[config.mk]
export PLATFORM = sky130hd
export DESIGN_NAME = id_ex_stage_reg
export DESIGN_NICKNAME = d
export VERILOG_FILES = /design/src/rtl/id_ex_stage_reg.sv
export SDC_FILE = /design/constraint.sdc
export NUM_CORES = 1
export LEC_CHECK = 0
export CAP_MARGIN = 20
export CELL_PAD_IN_SITES_DETAIL_PLACEMENT = 2
export CELL_PAD_IN_SITES_GLOBAL_PLACEMENT = 2
export CORE_MARGIN = 10
export CORE_UTILIZATION = 23
export DETAILED_ROUTE_END_ITERATION = 16
export PLACE_DENSITY = 0.87
export SYNTH_ARGS = -nofsm -noshare
export SYNTH_HDL_FRONTEND = slang
export SYNTH_SLANG_ARGS = --single-unit
[constraint.sdc]
create_clock -name clk -period 1.83 [get_ports clk]
set_input_delay 0.366 -clock clk [delete_from_list [all_inputs] [get_ports clk]]
set_output_delay 0.366 -clock clk [all_outputs]
set_load 0.05 [all_outputs]
[src/rtl/id_ex_stage_reg.sv]
// ID/EX pipeline register. It holds decoded operands and control for EX, registers pre-computed
// forwarding selects, inserts load-use bubbles and keeps a saturating count of stall cycles.
module id_ex_stage_reg #(
    parameter int DATA_W = 64,
    parameter int REG_AW = 5,
    parameter int CNT_W  = 32
) (
    input  logic              clk,
    input  logic              reset,
    input  logic              flush,
    input  logic              hold,
    input  logic              id_valid,
    input  logic [DATA_W-1:0] id_pc,
    input  logic [DATA_W-1:0] id_rs1_data,
    input  logic [DATA_W-1:0] id_rs2_data,
    input  logic [DATA_W-1:0] id_imm,
    input  logic [REG_AW-1:0] id_rs1,
    input  logic [REG_AW-1:0] id_rs2,
    input  logic [REG_AW-1:0] id_rd,
    input  logic [9:0]        id_ctrl,
    input  logic [REG_AW-1:0] mem_rd,
    input  logic              mem_reg_write,
    output logic              ex_valid,
    output logic [DATA_W-1:0] ex_pc,
    output logic [DATA_W-1:0] ex_rs1_data,
    output logic [DATA_W-1:0] ex_rs2_data,
    output logic [DATA_W-1:0] ex_imm,
    output logic [REG_AW-1:0] ex_rs1,
    output logic [REG_AW-1:0] ex_rs2,
    output logic [REG_AW-1:0] ex_rd,
    output logic [9:0]        ex_ctrl,
    output logic [1:0]        ex_fwd_a_sel,
    output logic [1:0]        ex_fwd_b_sel,
    output logic              load_use_stall,
    output logic [CNT_W-1:0]  stall_count
);

    localparam logic [1:0] SEL_RF  = 2'b00;
    localparam logic [1:0] SEL_WB  = 2'b01;
    localparam logic [1:0] SEL_MEM = 2'b10;

    logic              r_valid;
    logic [DATA_W-1:0] r_pc;
    logic [DATA_W-1:0] r_rs1_data;
    logic [DATA_W-1:0] r_rs2_data;
    logic [DATA_W-1:0] r_imm;
    logic [REG_AW-1:0] r_rs1;
    logic [REG_AW-1:0] r_rs2;
    logic [REG_AW-1:0] r_rd;
    logic [9:0]        r_ctrl;
    logic [1:0]        r_fwd_a;
    logic [1:0]        r_fwd_b;
    logic [CNT_W-1:0]  r_stall_count;

    logic       w_ex_reg_write;
    logic       w_ex_mem_read;
    logic       w_ex_rd_nz;
    logic       w_mem_rd_nz;
    logic       w_stall;
    logic [1:0] w_fwd_a;
    logic [1:0] w_fwd_b;

    assign w_ex_reg_write = r_ctrl[9];
    assign w_ex_mem_read  = r_ctrl[8];
    assign w_ex_rd_nz     = (r_rd != '0);
    assign w_mem_rd_nz    = (mem_rd != '0);

    // A load in EX cannot supply its value to the very next instruction; hold/flush win over the stall.
    assign w_stall = id_valid & r_valid & w_ex_mem_read & w_ex_rd_nz
                   & ((r_rd == id_rs1) | (r_rd == id_rs2))
                   & ~hold & ~flush;

    // Selects are resolved one stage early: what is in EX now sits in EX/MEM when ID reaches EX.
    always_comb begin
        w_fwd_a = SEL_RF;
        if (r_valid & w_ex_reg_write & w_ex_rd_nz & (r_rd == id_rs1))
            w_fwd_a = SEL_MEM;
        else if (mem_reg_write & w_mem_rd_nz & (mem_rd == id_rs1))
            w_fwd_a = SEL_WB;
    end

    always_comb begin
        w_fwd_b = SEL_RF;
        if (r_valid & w_ex_reg_write & w_ex_rd_nz & (r_rd == id_rs2))
            w_fwd_b = SEL_MEM;
        else if (mem_reg_write & w_mem_rd_nz & (mem_rd == id_rs2))
            w_fwd_b = SEL_WB;
    end

    always_ff @(posedge clk) begin
        if (reset) begin
            r_valid       <= 1'b0;
            r_pc          <= '0;
            r_rs1_data    <= '0;
            r_rs2_data    <= '0;
            r_imm         <= '0;
            r_rs1         <= '0;
            r_rs2         <= '0;
            r_rd          <= '0;
            r_ctrl        <= '0;
            r_fwd_a       <= SEL_RF;
            r_fwd_b       <= SEL_RF;
            r_stall_count <= '0;
        end else if (flush) begin
            r_valid <= 1'b0;
            r_ctrl  <= '0;
            r_fwd_a <= SEL_RF;
            r_fwd_b <= SEL_RF;
        end else if (hold) begin
            r_valid <= r_valid;
        end else if (w_stall) begin
            r_valid <= 1'b0;
            r_ctrl  <= '0;
            r_fwd_a <= SEL_RF;
            r_fwd_b <= SEL_RF;
            if (r_stall_count != '1)
                r_stall_count <= r_stall_count + 1'b1;
        end else begin
            r_valid    <= id_valid;
            r_pc       <= id_pc;
            r_rs1_data <= id_rs1_data;
            r_rs2_data <= id_rs2_data;
            r_imm      <= id_imm;
            r_rs1      <= id_rs1;
            r_rs2      <= id_rs2;
            r_rd       <= id_rd;
            r_ctrl     <= id_valid ? id_ctrl : 10'd0;
            r_fwd_a    <= w_fwd_a;
            r_fwd_b    <= w_fwd_b;
        end
    end

    assign ex_valid       = r_valid;
    assign ex_pc          = r_pc;
    assign ex_rs1_data    = r_rs1_data;
    assign ex_rs2_data    = r_rs2_data;
    assign ex_imm         = r_imm;
    assign ex_rs1         = r_rs1;
    assign ex_rs2         = r_rs2;
    assign ex_rd          = r_rd;
    assign ex_ctrl        = r_ctrl;
    assign ex_fwd_a_sel   = r_fwd_a;
    assign ex_fwd_b_sel   = r_fwd_b;
    assign load_use_stall = w_stall;
    assign stall_count    = r_stall_count;

endmodule

==> flow_metrics.tcl, run 1 <==
set metrics [dict create \
    synth_flop_cell "dfxtp_1" \
    grt_antenna_before_repair 8 \
    crit_type "flop to flop" \
    seq_area_frac_synth 0.436 \
    synth-edff-count 0 \
    die_h_um 272 \
    synth_top_area_frac 0.436 \
    hold_viol_final 0 \
    r2r_cells 10 \
    final_antenna_net_count 0 \
    grt.total_usage 0.198 \
    drv_slew 0 \
    gp_congestion 0.825 \
    cp_max_fo 8 \
    cts_tree "done" \
    drt_iter0_markers 666 \
    final_cell_mix "542 x nand2b_1, 426 x buf_4, 290 x clkdlybuf4s50_1" \
    areaGrowthSynthToFinish_pct 73.9 \
    worst-path-buf-inv 4 \
    syn_area_um2 14600 \
    design.core.area_um2 63000 \
    status "complete, but fails checks" \
    layout_commonest_cell "nand2b_1" \
    crit_top_cell "buf_12" \
    synth_area_leaders "dfxtp_1 44%, nand2b_1 23%, mux2i_1 19%, clkbuf_1 1.9%, buf_6 1.6%" \
    drive_above_1_share 0.340 \
    routed_wl_um 80600 \
    cpPeakStageDelay_ns 0.58 \
    io_buffers 610 \
    worst_clock_skew_ns 0.0195 \
    grt_pass1_vias 16667 \
    maxSlewHeadroom 0.447 \
    numCtsBuffers 40 \
    initial_core_util 0.232 \
    wl_per_cell_um 25.9 \
    leakagePower_nw 10.1 \
    yosysWarnings 0 \
    drcViolationCount 0 \
    min_from "reset" \
    cts_buffer_depth 3 \
    post-route-period-util 1.35 \
    htreeDepth 2 \
    syn_inst 1488 \
    arrival_ns 2.89 \
    worst_slew_pin_slew_ns 0.825 \
    finalPower_mw 20.1 \
    synth_cell_types 44 \
    crit_family "compound AO/OA/AOI/OAI gates" \
    fin_crit_ns 2.48 \
    syn_nets 1781 \
    root_buffer "clkbuf_16" \
    r2r_setup_slack_ns -0.65 \
    pwr_density_cell_nw_per_um2 793 \
    clk_pin_slew_worst_paths_ns 0.06 \
    grt_max_degree 92 \
    fin_util 0.403 \
    place_ws_ns -0.824 \
    synth-seq-cells 318 \
    violations "negative setup slack" \
    slowest_stage "o31ai_1" \
    vias 14160 \
    nNetsFinal 2521 \
    max_freq_mhz 404 \
    drt_pre_antenna_iters 4 \
    rsz0062_at_grt "yes" \
    end_kind "flop" \
    final.setup.worst_slack_ns -0.648 \
    ir_worst_vdd_mv 0.758 \
    grt_pass1_wl_um 112000 \
    hpwl_um 51600 \
    hold_path_end "ex_rd[1]$_SDFFE_PP0P_" \
    hold_depth 3 \
    ctsHoldBuffers 0 \
    reg2reg_to "stall_count[31]$_SDFFE_PP0P_" \
    path_cells "buf_12, xnor2_4, nand3_2, nor3_4, o21ai_4, buf_4, buf_12, clkbuf_16, o31ai_1, a21oi_4" \
    die_area_um2 74000 \
    crit_path_start_kind "flop" \
    synth.largest_area_cell "dfxtp_1" \
    r2r_start "ex_rd[3]$_SDFFE_PP0P_" \
    pin_count 611 \
    dieWidth_um 272 \
    fill_cells 6630 \
    cp_data_required_time_ns 2.25 \
    cts_sinks 318 \
    async_flop_share 0 \
    syn_avg_cell_area_um2 9.82 \
    row_count 92 \
    vias_per_cell 4.55 \
    finalSetupViolCount 319 \
    clkLatencyLatePin_ns 0.56 \
    maxCapViolCount 0 \
    grt_overflow 0 \
    hold_class "input port to flop" \
]
-- final cells by class --
type | count | area (um^2) | share of cell area
Multi-Input combinational cell | 1056 | 8540 | 0.336
Timing Repair Buffer | 806 | 7920 | 0.312
Sequential cell | 318 | 6480 | 0.255
Clock buffer | 54 | 1140 | 0.0451
Tap cell | 846 | 1060 | 0.0417
Clock inverter | 19 | 214 | 0.00842
Inverter | 6 | 25.0 | 0.000985
Antenna cell | 9 | 22.5 | 0.000886
-- power breakdown --
group,switching [mW],leakage [nW],internal (mW),total [mW]
Sequential,0.230,2.62,7.20,7.43
Clock,3.49,0.668,4.98,8.46
Combinational,2.33,6.84,1.92,4.25
Total,6.05,10.1,14.1,20.1
-- layer usage --
layer,GRT usage,wire (um),up-vias
met1,0.200,28600,7024
met5,0,13,-
li1,-,-,6454
met4,0.0819,3420,2
met3,0.0541,5190,165
met2,0.375,43400,515
-- timing repair --
item	4_1_cts	5_1_grt
endpoints found under the setup margin	316	319
setup buffers	41	11
pin swaps	22	35
resized for setup	130	134
cloned	30	4
-- worst min-delay path: stages --
cell and delay, ns:
buf_8 0.22, nand2b_1 0.15, mux2i_1 0.06
-- sequential cells by signal (all words and copies together), names as in the netlist --
register,flops
ex_imm,64
ex_pc,64
ex_rs1_data,64
ex_rs2_data,64
stall_count,32
ex_ctrl,10
ex_rd,5
ex_rs1,5
ex_rs2,5
ex_fwd_a_sel,2
ex_fwd_b_sel,2
ex_valid,1
-- Yosys cell counts (2+ instances only) --
| cell | number |
|---|---|
| nor2_1 | 32 |
| mux2i_1 | 271 |
| or3_1 | 13 |
| nand3_1 | 15 |
| dfxtp_1 | 318 |
| and4_1 | 3 |
| xnor2_1 | 12 |
| inv_1 | 5 |
| or2_2 | 2 |
| nor3_2 | 3 |
| o31ai_1 | 13 |
| clkbuf_1 | 75 |
| or4_1 | 14 |
| nand2b_1 | 542 |
| nand2_1 | 19 |
| a32oi_1 | 10 |
| nor4_1 | 4 |
| nand4_1 | 15 |
| buf_2 | 12 |
| o21ai_0 | 12 |
| a21oi_1 | 29 |
| nor3_1 | 7 |
| nor2b_1 | 5 |
| xor2_1 | 8 |
| and3_1 | 3 |
| nand4_2 | 2 |
| mux2_2 | 7 |
| buf_6 | 21 |
-- kinds of logic (layout without fill, tap and decap cells) --
group,after synthesis,after routing,share of synthesized area
compound gates,69,69,0.0298
xor+xnor,20,20,0.0120
fa+ha+maj,1,1,0.000856
buf+inv,114,885,0.0411
flops,318,318,0.436
mux,278,278,0.191
other cells,0,9,0
simple gates,688,688,0.289
-- how the worst max path moves through the flow --
stage                                               to  slack (ns)                   from  cells past startpoint
after floorplan                ex_imm[19]$_SDFFE_PP0P_       -0.15  ex_rd[2]$_SDFFE_PP0P_                     10
after global placement    stall_count[28]$_SDFFE_PP0P_       -0.76              id_rs1[1]                      8
after detailed placement        ex_rs2[1]$_SDFFE_PP0P_       -0.82              id_rs1[3]                     10
after CTS                               load_use_stall       -0.60  ex_rd[3]$_SDFFE_PP0P_                      8
after global routing      stall_count[31]$_SDFFE_PP0P_       -0.75  ex_rd[3]$_SDFFE_PP0P_                     10
final                     stall_count[31]$_SDFFE_PP0P_       -0.65  ex_rd[3]$_SDFFE_PP0P_                     10
-- metrics by stage --
step                TNS [ns]  hold slack (ns)  area (um^2)  instances
floorplan             -39.57            0.511        15000       1488
global placement     -200.09            0.442        21900       2966
detailed placement   -221.46            0.466        21900       2966
CTS                  -137.38            0.262        25000       3109
global route         -150.71            0.289        25400       3112
finish               -126.87            0.288        25400       3114
Note: power is estimated with default switching activity, not from simulation.
==> run 2: changes to the inputs <==
--- a/config.mk
+++ b/config.mk
@@ -8,10 +8,10 @@
 export CAP_MARGIN = 20
 export CELL_PAD_IN_SITES_DETAIL_PLACEMENT = 2
 export CELL_PAD_IN_SITES_GLOBAL_PLACEMENT = 2
-export CORE_MARGIN = 10
+export CORE_MARGIN = 3
 export CORE_UTILIZATION = 23
 export DETAILED_ROUTE_END_ITERATION = 16
-export PLACE_DENSITY = 0.87
+export PLACE_DENSITY = 0.82
 export SYNTH_ARGS = -nofsm -noshare
 export SYNTH_HDL_FRONTEND = slang
 export SYNTH_SLANG_ARGS = --single-unit
==> run 2 against run 1 <==
Die area shrank 10%; via count fell by 2.0%; register-to-register slack improved by 0.20 ns; worst hold slack improved by 0.030 ns; global-route usage decreased by 0.20 points; power shrank 2.9%; count of clock-buffer cells in the layout is 5 higher; the flow still finishes with violations (negative setup slack); critical path type is now flop to output pin; largest power group unchanged.
==> flow_metrics.tcl, run 2 (synthesis results as in run 1) <==
set metrics [dict create \
    io_buffers 610 \
    worst_slew_pin_slew_ns 0.889 \
    seq_area_um2 6480 \
    post-route-period-util 1.26 \
    final.setup.worst_slack_ns -0.485 \
    clk_pin_slew_worst_paths_ns 0.06 \
    cp_data_required_time_ns 1.46 \
    htreeDepth 2 \
    grt_overflow 0 \
    nNetsFinal 2531 \
    grt.total_usage 0.196 \
    vias 13871 \
    cts_sinks 318 \
    cts_buffer_depth 3 \
    maxCapViolCount 0 \
    hold_viol_final 0 \
    pin_count 611 \
    dieWidth_um 258 \
    drcViolationCount 0 \
    worst_clock_skew_ns 0.0117 \
    end_kind "output pin" \
    path_cells "buf_12, xor2_4, nor3_4, o21ai_4, inv_4, buf_6, buf_12" \
    finalSetupTns_ns -100.72 \
    root_buffer "clkbuf_16" \
    rsz0062_at_grt "yes" \
    violations "negative setup slack" \
    die_area_um2 66600 \
    areaGrowthSynthToFinish_pct 71.8 \
    ctsHoldBuffers 0 \
    slowest_stage "dfxtp_4" \
    crit_path_start_kind "flop" \
    die_h_um 258 \
    pwr_density_cell_nw_per_um2 779 \
    drt_iter0_markers 544 \
    grt_antenna_before_repair 7 \
    vias_per_cell 4.46 \
    design.core.area_um2 62300 \
    hold_class "input port to flop" \
    initial_core_util 0.235 \
    grt_pass1_wl_um 101000 \
    arrival_ns 1.95 \
    final_cell_mix "542 x nand2b_1, 426 x buf_4, 290 x clkdlybuf4s50_1" \
    final_antenna_net_count 0 \
    grt_max_degree 84 \
    cpPeakStageDelay_ns 0.38 \
    maxSlewHeadroom 0.406 \
    whs_ns 0.318 \
    layout_commonest_cell "nand2b_1" \
    finalSetupViolCount 318 \
    wl_per_cell_um 22.3 \
    fill_cells 6546 \
    crit_type "flop to output pin" \
    multi_input_area_um2 8170 \
    leakagePower_nw 10.1 \
    drt_pre_antenna_iters 4 \
    finalPower_mw 19.6 \
    cts_tree "done" \
    hpwl_um 46500 \
    fin_crit_ns 2.31 \
    drive_above_1_share 0.313 \
    routed_wl_um 69400 \
    crit_top_cell "buf_12" \
    max_freq_mhz 432 \
    r2r_setup_slack_ns -0.45 \
    row_count 91 \
    gp_congestion 0.807 \
    status "complete, but fails checks" \
    cp_max_fo 4 \
    grt_pass1_vias 15963 \
    numCtsBuffers 41 \
    ir_worst_vdd_mv 0.494 \
    clkLatencyLatePin_ns 0.56 \
    drv_slew 0 \
]
==> run 2: area by class of cell <==
type / instances / area share
antenna: 7 / 0.000698
clock buffer: 59 / 0.0477
clock inverter: 11 / 0.00324
inverter: 6 / 0.000997
multi-input combinational: 1056 / 0.325
sequential: 318 / 0.258
tap: 837 / 0.0417
timing repair buffer: 815 / 0.322
==> run 2: worst paths after layout <==
path	cells after the start	from	endpoint
setup / recovery	7	ex_rd[2]$_SDFFE_PP0P_	load_use_stall
hold / removal	2	reset	stall_count[1]$_SDFFE_PP0P_
setup reg to reg	13	ex_rd[2]$_SDFFE_PP0P_	ex_rs1_data[49]$_SDFFE_PP0P_
hold reg to reg	2	ex_imm[62]$_SDFFE_PP0P_	ex_imm[62]$_SDFFE_PP0P_
==> run 2: metal layers <==
metal / vias to the layer above / track usage / share of wire
met2: 430 / 0.380 / 0.55
met4: 0 / 0.0728 / 0.032
li1: 6449 / - / -
met3: 99 / 0.0512 / 0.060
met5: - / 0 / 0
met1: 6893 / 0.199 / 0.36
==> run 2: timing repair <==
| item | 4_1_cts | 5_1_grt |
|---|---|---|
| setup endpoints to repair | 319 | 319 |
| cloned | 27 | 3 |
| hold endpoints to repair | 0 | 0 |
| gates resized for setup | 131 | 64 |
| pin swaps | 20 | 10 |
| buffers inserted | 31 | 23 |
==> run 2: power breakdown <==
group / switching [mW] / internal [mW]
sequential: 0.229 / 7.21
clock: 3.31 / 4.66
combinational: 2.22 / 1.94
==> run 2: worst max-delay path: cells and delay by family (launching register included) <==
| kind | cells | cell delay [ns] |
|---|---|---|
| buffers and inverters | 4 | 0.44 |
| AO/OA/AOI/OAI | 1 | 0.11 |
| XOR/XNOR | 1 | 0.18 |
| AND/OR/NAND/NOR | 1 | 0.28 |
| flip-flops | 1 | 0.38 |
==> run 2: stage by stage <==
stage / setup WS [ns] / cells / cell area [um^2] / utilization
floorplan: -0.150 / 1488 / 15000 / -
global placement: -0.731 / 2958 / 21900 / 0.351
detailed placement: -0.912 / 2958 / 21900 / 0.351
CTS: -0.552 / 3085 / 24700 / 0.397
global route: -0.556 / 3108 / 25100 / 0.403
finish: -0.485 / 3109 / 25100 / 0.403
==> run 3: changes to the inputs <==
--- a/config.mk
+++ b/config.mk
@@ -8,9 +8,10 @@
 export CAP_MARGIN = 20
 export CELL_PAD_IN_SITES_DETAIL_PLACEMENT = 2
 export CELL_PAD_IN_SITES_GLOBAL_PLACEMENT = 2
-export CORE_MARGIN = 3
+export CORE_MARGIN = 2
 export CORE_UTILIZATION = 23
 export DETAILED_ROUTE_END_ITERATION = 16
+export MAX_ROUTING_LAYER = met4
 export PLACE_DENSITY = 0.82
 export SYNTH_ARGS = -nofsm -noshare
 export SYNTH_HDL_FRONTEND = slang
==> run 3 against run 2 <==
Power is 0.78% higher; largest cell class unchanged; critical path depth unchanged; cell area increased by 0.57%; sequential cell count stayed put; highest routed layer unchanged; the flow still finishes with violations (negative setup slack); register-to-register slack about the same; cell count shrank 0.23%; clock skew hardly changed.
==> flow_metrics.tcl, run 3 (synthesis results as in run 1) <==
set metrics [dict create \
    numCtsBuffers 40 \
    fill_cells 6624 \
    hpwl_um 44600 \
    final_cell_mix "542 x nand2b_1, 408 x buf_4, 290 x clkdlybuf4s50_1" \
    root_buffer "clkbuf_16" \
    die_h_um 256 \
    final_cell_area_um2 25200 \
    max_freq_mhz 435 \
    arrival_ns 1.93 \
    crit_type "flop to output pin" \
    pwr_density_cell_nw_per_um2 781 \
    pwr-share-clk 0.414 \
    maxCapViolCount 0 \
    gp_congestion 0.827 \
    cts_sinks 318 \
    hold_viol_final 0 \
    initial_core_util 0.232 \
    clk_pin_slew_worst_paths_ns 0.06 \
    drt_pre_antenna_iters 6 \
    violations "negative setup slack" \
    dieWidth_um 256 \
    grt_antenna_before_repair 10 \
    layout_commonest_cell "nand2b_1" \
    design.core.area_um2 63000 \
    wl_per_cell_um 23.3 \
    fin_crit_ns 2.30 \
    rsz0062_at_grt "yes" \
    hold_class "input port to flop" \
    grt_max_degree 107 \
    end_kind "output pin" \
    row_count 92 \
    final.setup.worst_slack_ns -0.469 \
    grt.total_usage 0.202 \
    maxSlewHeadroom 0.514 \
    ir_worst_vdd_mv 0.515 \
    cp_max_fo 5 \
    status "complete, but fails checks" \
    post-route-period-util 1.26 \
    routed_wl_um 72400 \
    pwr-share-seq 0.377 \
    cp_data_required_time_ns 1.46 \
    p_comb_frac 0.209 \
    drcViolationCount 0 \
    worst_slew_pin_slew_ns 0.726 \
    drt_iter0_markers 517 \
    grt_pass1_vias 15765 \
    die_area_um2 65500 \
    cts_buffer_depth 3 \
    final_antenna_net_count 0 \
    leakagePower_nw 10.2 \
    p_sw_frac 0.293 \
    grt_overflow 0 \
    vias 13987 \
    crit_path_start_kind "flop" \
    io_buffers 610 \
    postPlaceCellArea_um2 21800 \
    netSwitchingPower_mw 5.77 \
    worst_clock_skew_ns 0.0117 \
    clkLatencyLatePin_ns 0.56 \
    place_ws_ns -0.862 \
    vias_per_cell 4.51 \
    fin_util 0.401 \
    nNetsFinal 2512 \
    areaGrowthSynthToFinish_pct 72.8 \
    grt_pass1_wl_um 99400 \
    finalSetupViolCount 315 \
    htreeDepth 2 \
    cts_tree "done" \
    pin_count 611 \
    finalPower_mw 19.7 \
    drive_above_1_share 0.324 \
    drv_slew 0 \
    p_int_mw 13.9 \
]
## run 3: per-layer routing
metal	GRT usage	vias up	share of wire
met5	-	-	0
met4	0.0846	0	0.039
met3	0.0562	156	0.059
met2	0.373	515	0.54
met1	0.198	6880	0.36
li1	-	6436	-
## run 3: power groups by stage
stage               registers [mW]  logic (mW)  clock network [mW]
global route                  7.45        4.30                8.69
finish                        7.42        4.12                8.17
CTS                           7.41        3.92                8.33
floorplan                     8.59        1.02                   0
global placement              7.53        3.54                   0
detailed placement            7.55        3.64                   0
## run 3: area by class of cell
type / instances / area, um^2 / share of cell area
tap: 846 / 1060 / 0.0419
clock inverter: 12 / 141 / 0.00560
antenna: 10 / 25.0 / 0.000991
timing repair buffer: 797 / 7950 / 0.315
clock buffer: 57 / 1170 / 0.0462
sequential: 318 / 6480 / 0.257
multi-input combinational: 1056 / 8400 / 0.333
inverter: 6 / 25.0 / 0.000991
## run 3: worst paths after layout
path	slack (ns)	cells past startpoint	start	to
min reg2reg	0.47	2	ex_rs2_data[37]$_SDFFE_PP0P_	ex_rs2_data[37]$_SDFFE_PP0P_
min	0.12	2	reset	stall_count[4]$_SDFFE_PP0P_
max reg2reg	-0.46	12	ex_rd[4]$_SDFFE_PP0P_	ex_imm[35]$_SDFFE_PP0P_
max	-0.47	7	ex_rd[1]$_SDFFE_PP0P_	load_use_stall
## run 3: what timing repair did
action,CTS,global route
buffers inserted,17,29
setup endpoints to repair,313,323
resized for setup,71,147
pin swaps,13,36
hold buffers,0,0
cloned,19,15
## run 3: critical path, cell delays in order (launching register included)
cell and delay [ns]:
dfxtp_4 0.39, xnor2_2 0.17, nand3_2 0.10, nor3_4 0.27, o21ai_4 0.12, inv_4 0.08
buf_6 0.11, buf_12 0.13
## run 3: per-stage QoR
stage | hold slack, ns | std cells | setup TNS [ns]
floorplan | 0.511 | 1488 | -39.57
global placement | 0.446 | 2949 | -195.11
detailed placement | 0.465 | 2949 | -211.55
global route | 0.100 | 3102 | -137.86
finish | 0.116 | 3102 | -105.85
CTS | 0.0944 | 3054 | -95.60
